[src/rtl/uart_packet_rx.sv]
// uart_packet_rx: 8N1 UART receiver with 16x oversampling and a packet deframer.
// It recovers packets of the form SYNC, LEN, payload, CSUM.
// Payload bytes leave on a valid/ready stream; per-packet status is signalled with single-cycle pulses.
module uart_packet_rx #(
    parameter int         ClockFrequency = 50_000_000,
    parameter int         BaudRate       = 115200,
    parameter int         Oversample     = 16,
    parameter logic [7:0] SyncByte       = 8'hA5,
    parameter int         TimeoutBits    = 40
) (
    input  logic       CLK,
    input  logic       RST,
    input  logic       i_rx,
    input  logic       i_ready,
    output logic [7:0] o_data,
    output logic       o_valid,
    output logic       o_last,
    output logic       o_pkt_ok,
    output logic       o_pkt_err,
    output logic       o_frame_err,
    output logic       o_overrun,
    output logic       o_busy
);

    localparam int Div          = ClockFrequency / (BaudRate * Oversample);
    localparam int TickW        = (Div > 1) ? $clog2(Div) : 1;
    localparam int SampW        = $clog2(Oversample);
    localparam int TimeoutTicks = TimeoutBits * Oversample;
    localparam int ToW          = $clog2(TimeoutTicks + 1);

    localparam logic [TickW-1:0] TickLast   = TickW'(Div - 1);
    localparam logic [SampW-1:0] SampleLast = SampW'(Oversample - 1);
    localparam logic [ToW-1:0]   ToLast     = ToW'(TimeoutTicks - 1);

    typedef enum logic [1:0] {R_IDLE, R_START, R_DATA, R_STOP} RxState;
    typedef enum logic [1:0] {P_HUNT, P_LEN, P_PAY, P_CSUM} PktState;

    RxState           rState;
    PktState          pState;
    logic             rxMeta, rxS, rxPrev;
    logic [TickW-1:0] tickCnt;
    logic [SampW-1:0] sampleCnt;
    logic [2:0]       bitCnt;
    logic             startTail;
    logic             sampA, sampB;
    logic [7:0]       shiftReg;
    logic [7:0]       cnt;
    logic [7:0]       csum;
    logic             errSticky;
    logic [ToW-1:0]   toCnt;

    logic tick, fallEdge, majority, stopSample, byteStb, frameErrNow;

    assign tick        = (tickCnt == TickLast);
    assign fallEdge    = rxPrev & ~rxS;
    assign majority    = (sampA & sampB) | (sampA & rxS) | (sampB & rxS);
    assign stopSample  = (rState == R_STOP) && tick && (sampleCnt == SampW'(7));
    assign byteStb     = stopSample && majority;
    assign frameErrNow = stopSample && !majority;
    assign o_busy      = (pState != P_HUNT);

    // Synchronise the pin, generate sample ticks and run the bit-level receiver.
    // The stop bit is voted from samples 5, 6 and 7, so the receiver can return to idle at
    // sample 7 and still catch a start edge that follows straight after a short stop bit.
    always_ff @(posedge CLK) begin
        if (!RST) begin
            rxMeta      <= 1'b1;
            rxS         <= 1'b1;
            rxPrev      <= 1'b1;
            tickCnt     <= '0;
            sampleCnt   <= '0;
            bitCnt      <= '0;
            startTail   <= 1'b0;
            sampA       <= 1'b0;
            sampB       <= 1'b0;
            shiftReg    <= '0;
            o_frame_err <= 1'b0;
            rState      <= R_IDLE;
        end else begin
            rxMeta      <= i_rx;
            rxS         <= rxMeta;
            rxPrev      <= rxS;
            o_frame_err <= frameErrNow;

            if ((rState == R_IDLE && fallEdge) || tick) begin
                tickCnt <= '0;
            end else begin
                tickCnt <= tickCnt + 1'b1;
            end

            if (rState != R_IDLE && tick) begin
                sampleCnt <= (sampleCnt == SampleLast) ? '0 : sampleCnt + 1'b1;
            end

            case (rState)
                R_IDLE: begin
                    if (fallEdge) begin
                        sampleCnt <= '0;
                        rState    <= R_START;
                    end
                end
                R_START: begin
                    if (tick && sampleCnt == SampW'(7)) begin
                        if (rxS) begin
                            rState <= R_IDLE;
                        end else begin
                            startTail <= 1'b1;
                            bitCnt    <= '0;
                            rState    <= R_DATA;
                        end
                    end
                end
                R_DATA: begin
                    if (tick) begin
                        if (!startTail && sampleCnt == SampW'(6)) sampA <= rxS;
                        if (!startTail && sampleCnt == SampW'(7)) sampB <= rxS;
                        if (!startTail && sampleCnt == SampW'(8)) shiftReg <= {majority, shiftReg[7:1]};
                        if (sampleCnt == SampleLast) begin
                            if (startTail) begin
                                startTail <= 1'b0;
                            end else if (bitCnt == 3'd7) begin
                                rState <= R_STOP;
                            end else begin
                                bitCnt <= bitCnt + 1'b1;
                            end
                        end
                    end
                end
                R_STOP: begin
                    if (tick) begin
                        if (sampleCnt == SampW'(5)) sampA <= rxS;
                        if (sampleCnt == SampW'(6)) sampB <= rxS;
                        if (sampleCnt == SampW'(7)) rState <= R_IDLE;
                    end
                end
                default: rState <= R_IDLE;
            endcase
        end
    end

    // Packet deframer, output register, checksum, inter-byte timeout and error reporting.
    always_ff @(posedge CLK) begin
        if (!RST) begin
            pState    <= P_HUNT;
            cnt       <= '0;
            csum      <= '0;
            errSticky <= 1'b0;
            toCnt     <= '0;
            o_data    <= '0;
            o_valid   <= 1'b0;
            o_last    <= 1'b0;
            o_pkt_ok  <= 1'b0;
            o_pkt_err <= 1'b0;
            o_overrun <= 1'b0;
        end else begin
            o_pkt_ok  <= 1'b0;
            o_pkt_err <= 1'b0;
            o_overrun <= 1'b0;

            if (o_valid && i_ready) begin
                o_valid <= 1'b0;
                o_last  <= 1'b0;
            end

            if (pState == P_HUNT || byteStb) begin
                toCnt <= '0;
            end else if (tick) begin
                toCnt <= toCnt + 1'b1;
            end

            if (pState != P_HUNT && frameErrNow) begin
                pState    <= P_HUNT;
                o_pkt_err <= 1'b1;
            end else if (pState != P_HUNT && tick && toCnt == ToLast) begin
                pState    <= P_HUNT;
                o_pkt_err <= 1'b1;
            end else if (byteStb) begin
                case (pState)
                    P_HUNT: begin
                        if (shiftReg == SyncByte) begin
                            errSticky <= 1'b0;
                            pState    <= P_LEN;
                        end
                    end
                    P_LEN: begin
                        cnt    <= shiftReg;
                        csum   <= shiftReg;
                        pState <= (shiftReg == 8'd0) ? P_CSUM : P_PAY;
                    end
                    P_PAY: begin
                        csum <= csum ^ shiftReg;
                        cnt  <= cnt - 1'b1;
                        if (!o_valid || i_ready) begin
                            o_data  <= shiftReg;
                            o_valid <= 1'b1;
                            o_last  <= (cnt == 8'd1);
                        end else begin
                            o_overrun <= 1'b1;
                            errSticky <= 1'b1;
                        end
                        if (cnt == 8'd1) pState <= P_CSUM;
                    end
                    P_CSUM: begin
                        if (shiftReg == csum && !errSticky) begin
                            o_pkt_ok <= 1'b1;
                        end else begin
                            o_pkt_err <= 1'b1;
                        end
                        pState <= P_HUNT;
                    end
                    default: pState <= P_HUNT;
                endcase
            end
        end
    end

endmodule

[config.mk]
export PLATFORM = sky130hd
export DESIGN_NAME = uart_packet_rx
export DESIGN_NICKNAME = d
export VERILOG_FILES = /design/src/rtl/uart_packet_rx.sv
export SDC_FILE = /design/constraint.sdc
export NUM_CORES = 1
export LEC_CHECK = 0
export BUFFER_PORTS_ARGS = -buffer_cell sky130_fd_sc_hd__clkbuf_2
export CAP_MARGIN = 10
export CORE_AREA = 5 5 122 124
export DETAILED_ROUTE_END_ITERATION = 12
export DIE_AREA = 0 0 127 129
export PLACE_DENSITY = 0.54
export SYNTH_ARGS = -nofsm -noshare
export SYNTH_HDL_FRONTEND = slang
export SYNTH_SLANG_ARGS = --single-unit
[constraint.sdc]
create_clock -name CLK -period 2.1 [get_ports CLK]
set_input_delay 0 -clock CLK [delete_from_list [all_inputs] [get_ports CLK]]
set_output_delay 0 -clock CLK [all_outputs]
set_load 0.1 [all_outputs]
**After elaboration in Yosys (flattened, before gate mapping)**

Cells that the tools add are included.

- Add/subtract/negate cells: 5
- $mul: 0
- Div/mod/pow operators: 0
- $lt $le $gt $ge: 0
- Equality and inequality tests: 34
- Shift operators: 0
- Mux-type cells: 64
- Bitwise gates (word level): 14
- Reduce and logical (&&, ||, !) cells: 46

Operators by type and width:

| cell | count |
|---|---|
| 1-bit two-way mux | 34 |
| 8-bit case mux with 2 select lines | 2 |
| 2-bit inequality test (second input constant) | 13 |
| 2-bit two-way mux | 11 |
| 5-bit AND reduction | 4 |
| 3-bit two-way mux | 6 |
| 4-bit two-way mux | 4 |
| 2-bit case mux with 4 select lines | 2 |
| 1-bit logical AND | 15 |
| 4-bit by 3-bit equality test with 1-bit output (second input constant) | 3 |
| 2-bit nonzero test | 6 |
| 10-bit by 1-bit adder with 10-bit output (second input constant) | 1 |
| 10-bit equality test (second input constant) | 1 |
| 5-bit OR reduction | 2 |
| 2-bit equality test (second input constant) | 4 |
| 4-bit equality test (second input constant) | 2 |
| 8-bit by 1-bit equality test with 1-bit output (second input constant) | 1 |
| 8-bit equality test | 1 |
| 8-bit equality test (second input constant) | 1 |
| 8-bit logical NOT | 1 |
| 2-bit by 1-bit inequality test with 1-bit output (second input constant) | 4 |
| 1-bit case mux with 2 select lines | 4 |
| 8-bit AND reduction | 1 |
| 8-bit by 1-bit subtractor with 8-bit output (second input constant) | 1 |
| 20 further kinds | 39 |

- Flip-flop bits (word level): 71
- Latch bits: 0
- RAM bits: 0
- Bits in read-only memories: 0
- Input bits: 4
- Memories: 0

**Logic depth before layout (Yosys ltp)**

- Word-level depth: 8
- Mapped depth: 8
- Gate-level depth less buffers: 6

**Worst setup path before layout**

OpenSTA, ideal clock, no wires.

- Kind: register to register
- Start point: reg pState[0]
- End point: reg cnt[7]
- Arrival: 1.975 ns
- Setup slack: 0.006 ns
- Cell stages (with the launch flop): 7
- Path buffers: 0
- Cell sequence: dfxtp_1 > inv_1 > ha_1 > or4b_4 > o41a_1 > and4_1 > o31a_1

- Longest elaborated chain between the ends: 5

Ends and longest elaborated chain:

| what | RTL line | RTL |
|---|---|---|
| start: declaration | 39 | `PktState pState;` |
| start signal: assignment | 188 | `pState <= (shiftReg == 8'd0) ? P_CSUM : P_PAY;` |
| 2-bit nonzero test | 171, 174 |  |
| 1-bit logical AND (2 in a row) | 174 | `end else if (pState != P_HUNT && tick && toCnt == ToLast) begin` |
| 1-bit NOT (no line) | - |  |
| 4-bit AND reduction (no line) | - |  |
| end signal: assignment | 186 | `cnt <= shiftReg;` |
| end signal: assignment | 192 | `cnt <= cnt - 1'b1;` |
| end: declaration | 47 | `logic [7:0] cnt;` |

Several ways; a longest one is shown, not always the timed one.
A chain may end at the register's enable or synchronous reset.

**Worst setup path after layout**

Ends and elaborated chain as after synthesis.

==> impl_metrics.env <==
export IMPL_status="completed"
export IMPL_hold_start="RST"
export IMPL_vias=3327
export IMPL_synth_edf_count=0
export IMPL_pre_cts_ws_ps=13.58
export IMPL_tightest_slew_ps=548.0
export IMPL_hold_viol=0
export IMPL_slew_headroom_pct=63.62
export IMPL_max_vdd_ir_drop_mv=0.3538
export IMPL_drt_iter0_markers=218
export IMPL_fin_crit_sh_pct=96.23
export IMPL_ys_flop_type="dfxtp_1"
export IMPL_intPower_mw=2.326
export IMPL_powerDensity_nw_per_um2=648.2
export IMPL_ys_top_cells_by_count="dfxtp_1, nor2_1, a21oi_1"
export IMPL_gr_total_overflow=0
export IMPL_track_usage_pct=12.40
export IMPL_final_setup_skew_ps=6.158
export IMPL_crit_required_ps=2330
export IMPL_r2r_start="pState[0]$_SDFFE_PP0P_"
export IMPL_grt_pass1_vias=3244
export IMPL_synthArstFlopShare_pct=0
export IMPL_grt_setup_unrepaired="true"
export IMPL_area_growth_pct=21.07
export IMPL_synth_cells=435
export IMPL_whs_path_depth=3
export IMPL_root_buffer="clkbuf_16"
export IMPL_rows=43
export IMPL_cts_sinks=71
export IMPL_worst_r2r_endpoint="cnt[7]$_SDFFE_PN0P_"
export IMPL_clkTransAtPathRegs_ps=60
export IMPL_die_area_um2=16380
export IMPL_finalMaxSlewViolations=0
export IMPL_synth_top_area_cell="dfxtp_1"
export IMPL_critPathMaxFanout=4
export IMPL_io_pin_count=19
export IMPL_wl_mm=9.623
export IMPL_layout_cells_non_filler=650
export IMPL_ys_ff_latch=71
export IMPL_numCtsBuffers=9
export IMPL_p_leak_nw=1.688
export IMPL_grt_max_degree=31
export IMPL_wl_per_cell_um=14.80
export IMPL_p_switching_mw=0.6284
export IMPL_design_core_area_um2=13670
export IMPL_cap_viol_max_count=0
export IMPL_drc=0
export IMPL_cp_end_kind="register"
export IMPL_fin_util_pct=33.35
export IMPL_cts_max_path_buffers=2
export IMPL_antenna_cells=0
export IMPL_synth_area_um2=3765
export IMPL_io_buffers=18
export IMPL_reg2reg_depth=6
export IMPL_synth_cell_type_count=53
export IMPL_hpwl_mm=6.636
export IMPL_setup_viol=0
export IMPL_seqPwrFrac_pct=46.2
export IMPL_synth_top_area_share_pct=37.75
export IMPL_antenna_found_initial=0
export IMPL_detail_route_antenna_nets=0
export IMPL_fin_nets=485
export IMPL_start_kind="register"
export IMPL_arrival_ps=2250
export IMPL_fmax_mhz=494.8
export IMPL_holdPathEnd="rxS$_SDFF_PN1_"
export IMPL_grt_pass1_wl_mm=16.43
export IMPL_clkLatencyLatePin_ps=340
export IMPL_path_class="reg2reg"
export IMPL_layout_area_seq_um2=1425
export IMPL_power_frac_comb_pct=2.0
export IMPL_finalCriticalPeriod_ps=2021
export IMPL_syn_area_per_cell_um2=8.655
export IMPL_switching_share_pct=21.27
export IMPL_ys_seq_area_share_pct=37.75
export IMPL_drive_above_1_share_pct=17.87
export IMPL_pwr_share_clk_pct=51.8
export IMPL_multi_input_area_um2=2146
export IMPL_n_fill_cell=1438
export IMPL_h_tree_depth=3
export IMPL_synth_warnings=0
export IMPL_cts_tree="built"
export IMPL_viasPerCell=5.118
export IMPL_syn_num_nets=455
export IMPL_start_util_pct=27.55
export IMPL_worst_slack_ps=79.10
export IMPL_place_inst=629
export IMPL_yosys_top_cells_area="dfxtp_1, ha_1, nor2_1"
export IMPL_hp_class="in2reg"
export IMPL_die_width_um=127
export IMPL_die_y_um=129
export IMPL_drtPass1Iterations=5
export IMPL_rrSetupSlack_ps=80
export IMPL_yosysMostFrequentCell="dfxtp_1"
export IMPL_gp_congestion=0.8412
[flip-flops by register name, indices dropped and copies added, names as in the netlist, 2 cells and up, named ones only]
signal,flops
bitCnt,3
cnt,8
csum,8
o_data,8
pState,2
sampleCnt,4
shiftReg,8
tickCnt,5
toCnt,10
[worst max path at each step]
stage                                      start                endpoint  slack (ps)  cells past startpoint
final                     pState[0]$_SDFFE_PP0P_     cnt[7]$_SDFFE_PN0P_          80                      6
after global routing       tickCnt[0]$_SDFF_PP0_  pState[0]$_SDFFE_PP0P_          -6                      7
after CTS                 pState[0]$_SDFFE_PP0P_  pState[0]$_SDFFE_PP0P_           4                      6
after detailed placement  pState[0]$_SDFFE_PP0P_     cnt[7]$_SDFFE_PN0P_          10                      6
after global placement    pState[0]$_SDFFE_PP0P_     cnt[7]$_SDFFE_PN0P_          50                      6
after floorplan           pState[0]$_SDFFE_PP0P_     cnt[7]$_SDFFE_PN0P_           6                      6
[worst max-delay path: stages (launching register included)]
cell and delay (ps):
dfxtp_2 330, inv_2 40, ha_2 170, or4b_4 540
o41a_1 370, and4_1 200, o31a_1 270
[logic make-up (layout without fill, tap and decap cells)]
family,after synthesis,in the layout,share of synthesized area [%]
AND/OR/NAND/NOR,165,165,24.89
AO/OA/AOI/OAI,98,98,17.98
flip-flops,71,71,37.75
buffers and inverters,52,87,5.915
XOR/XNOR,19,19,4.420
adder cells (fa/ha/maj),17,17,5.583
multiplexers,13,13,3.456
[timing repair]
item / 4_1_cts / 5_1_grt
endpoints found under the setup margin: 0 / 26
hold buffers: 2 / 0
resized for setup: 0 / 9
setup buffers: 0 / 3
endpoints found under the hold margin: 2 / 0
[metrics by stage]
stage | total power [mW] | hold slack, ps | area (um^2) | TNS (ps)
6_report | 2.954 | 46.22 | 4558 | 0
4_1_cts | 2.988 | 35.55 | 4509 | 0
3_3_place_gp | 1.448 | 186.8 | 4198 | 0
5_1_grt | 3.061 | 53.69 | 4558 | -6.478
2_1_floorplan | 1.426 | 101.5 | 3765 | 0
3_5_place_dp | 1.449 | 192.8 | 4198 | 0
[cell type report]
cell class | instances | share of cell area, %
multi-input combinational | 312 | 47.08
clock inverter | 4 | 0.9882
clock buffer | 12 | 5.408
sequential | 71 | 31.27
tap | 180 | 4.941
inverter | 17 | 1.400
timing repair buffer | 54 | 8.921
[placed cells by master (no fill, tap or decap), drive strengths merged, types with 4 or more instances in the layout]
cell	n
a21oi	29
a31oi	9
buf	34
clkbuf	30
dfxtp	71
ha	16
inv	17
mux2i	13
nand2	17
nand2b	8
nand3	16
nand3b	8
nand4	23
nand4b	6
nor2	42
nor2b	4
nor3	4
nor4	7
o211ai	9
o21ai	9
o311ai	9
o31a	4
o31ai	15
or3	5
or4	8
xnor2	4
xor2	15
[routing by layer]
metal / global-route usage, % / vias to the layer above / share of wire (%)
li1: - / 1664 / -
met1: 16.14 / 1576 / 46
met2: 19.86 / 76 / 47
met3: 4.110 / 11 / 5.7
met4: 3.218 / 0 / 1.1
met5: 0 / - / 0
[power groups by stage]
stage	sequential (mW)	clock, mW	combinational, mW
finish	1.37	1.53	0.0588
global route	1.37	1.63	0.0652
CTS	1.36	1.57	0.0589
detailed placement	1.39	0	0.0557
global placement	1.39	0	0.0551
floorplan	1.39	0	0.0358
Note: power is estimated with default switching activity, not from simulation.
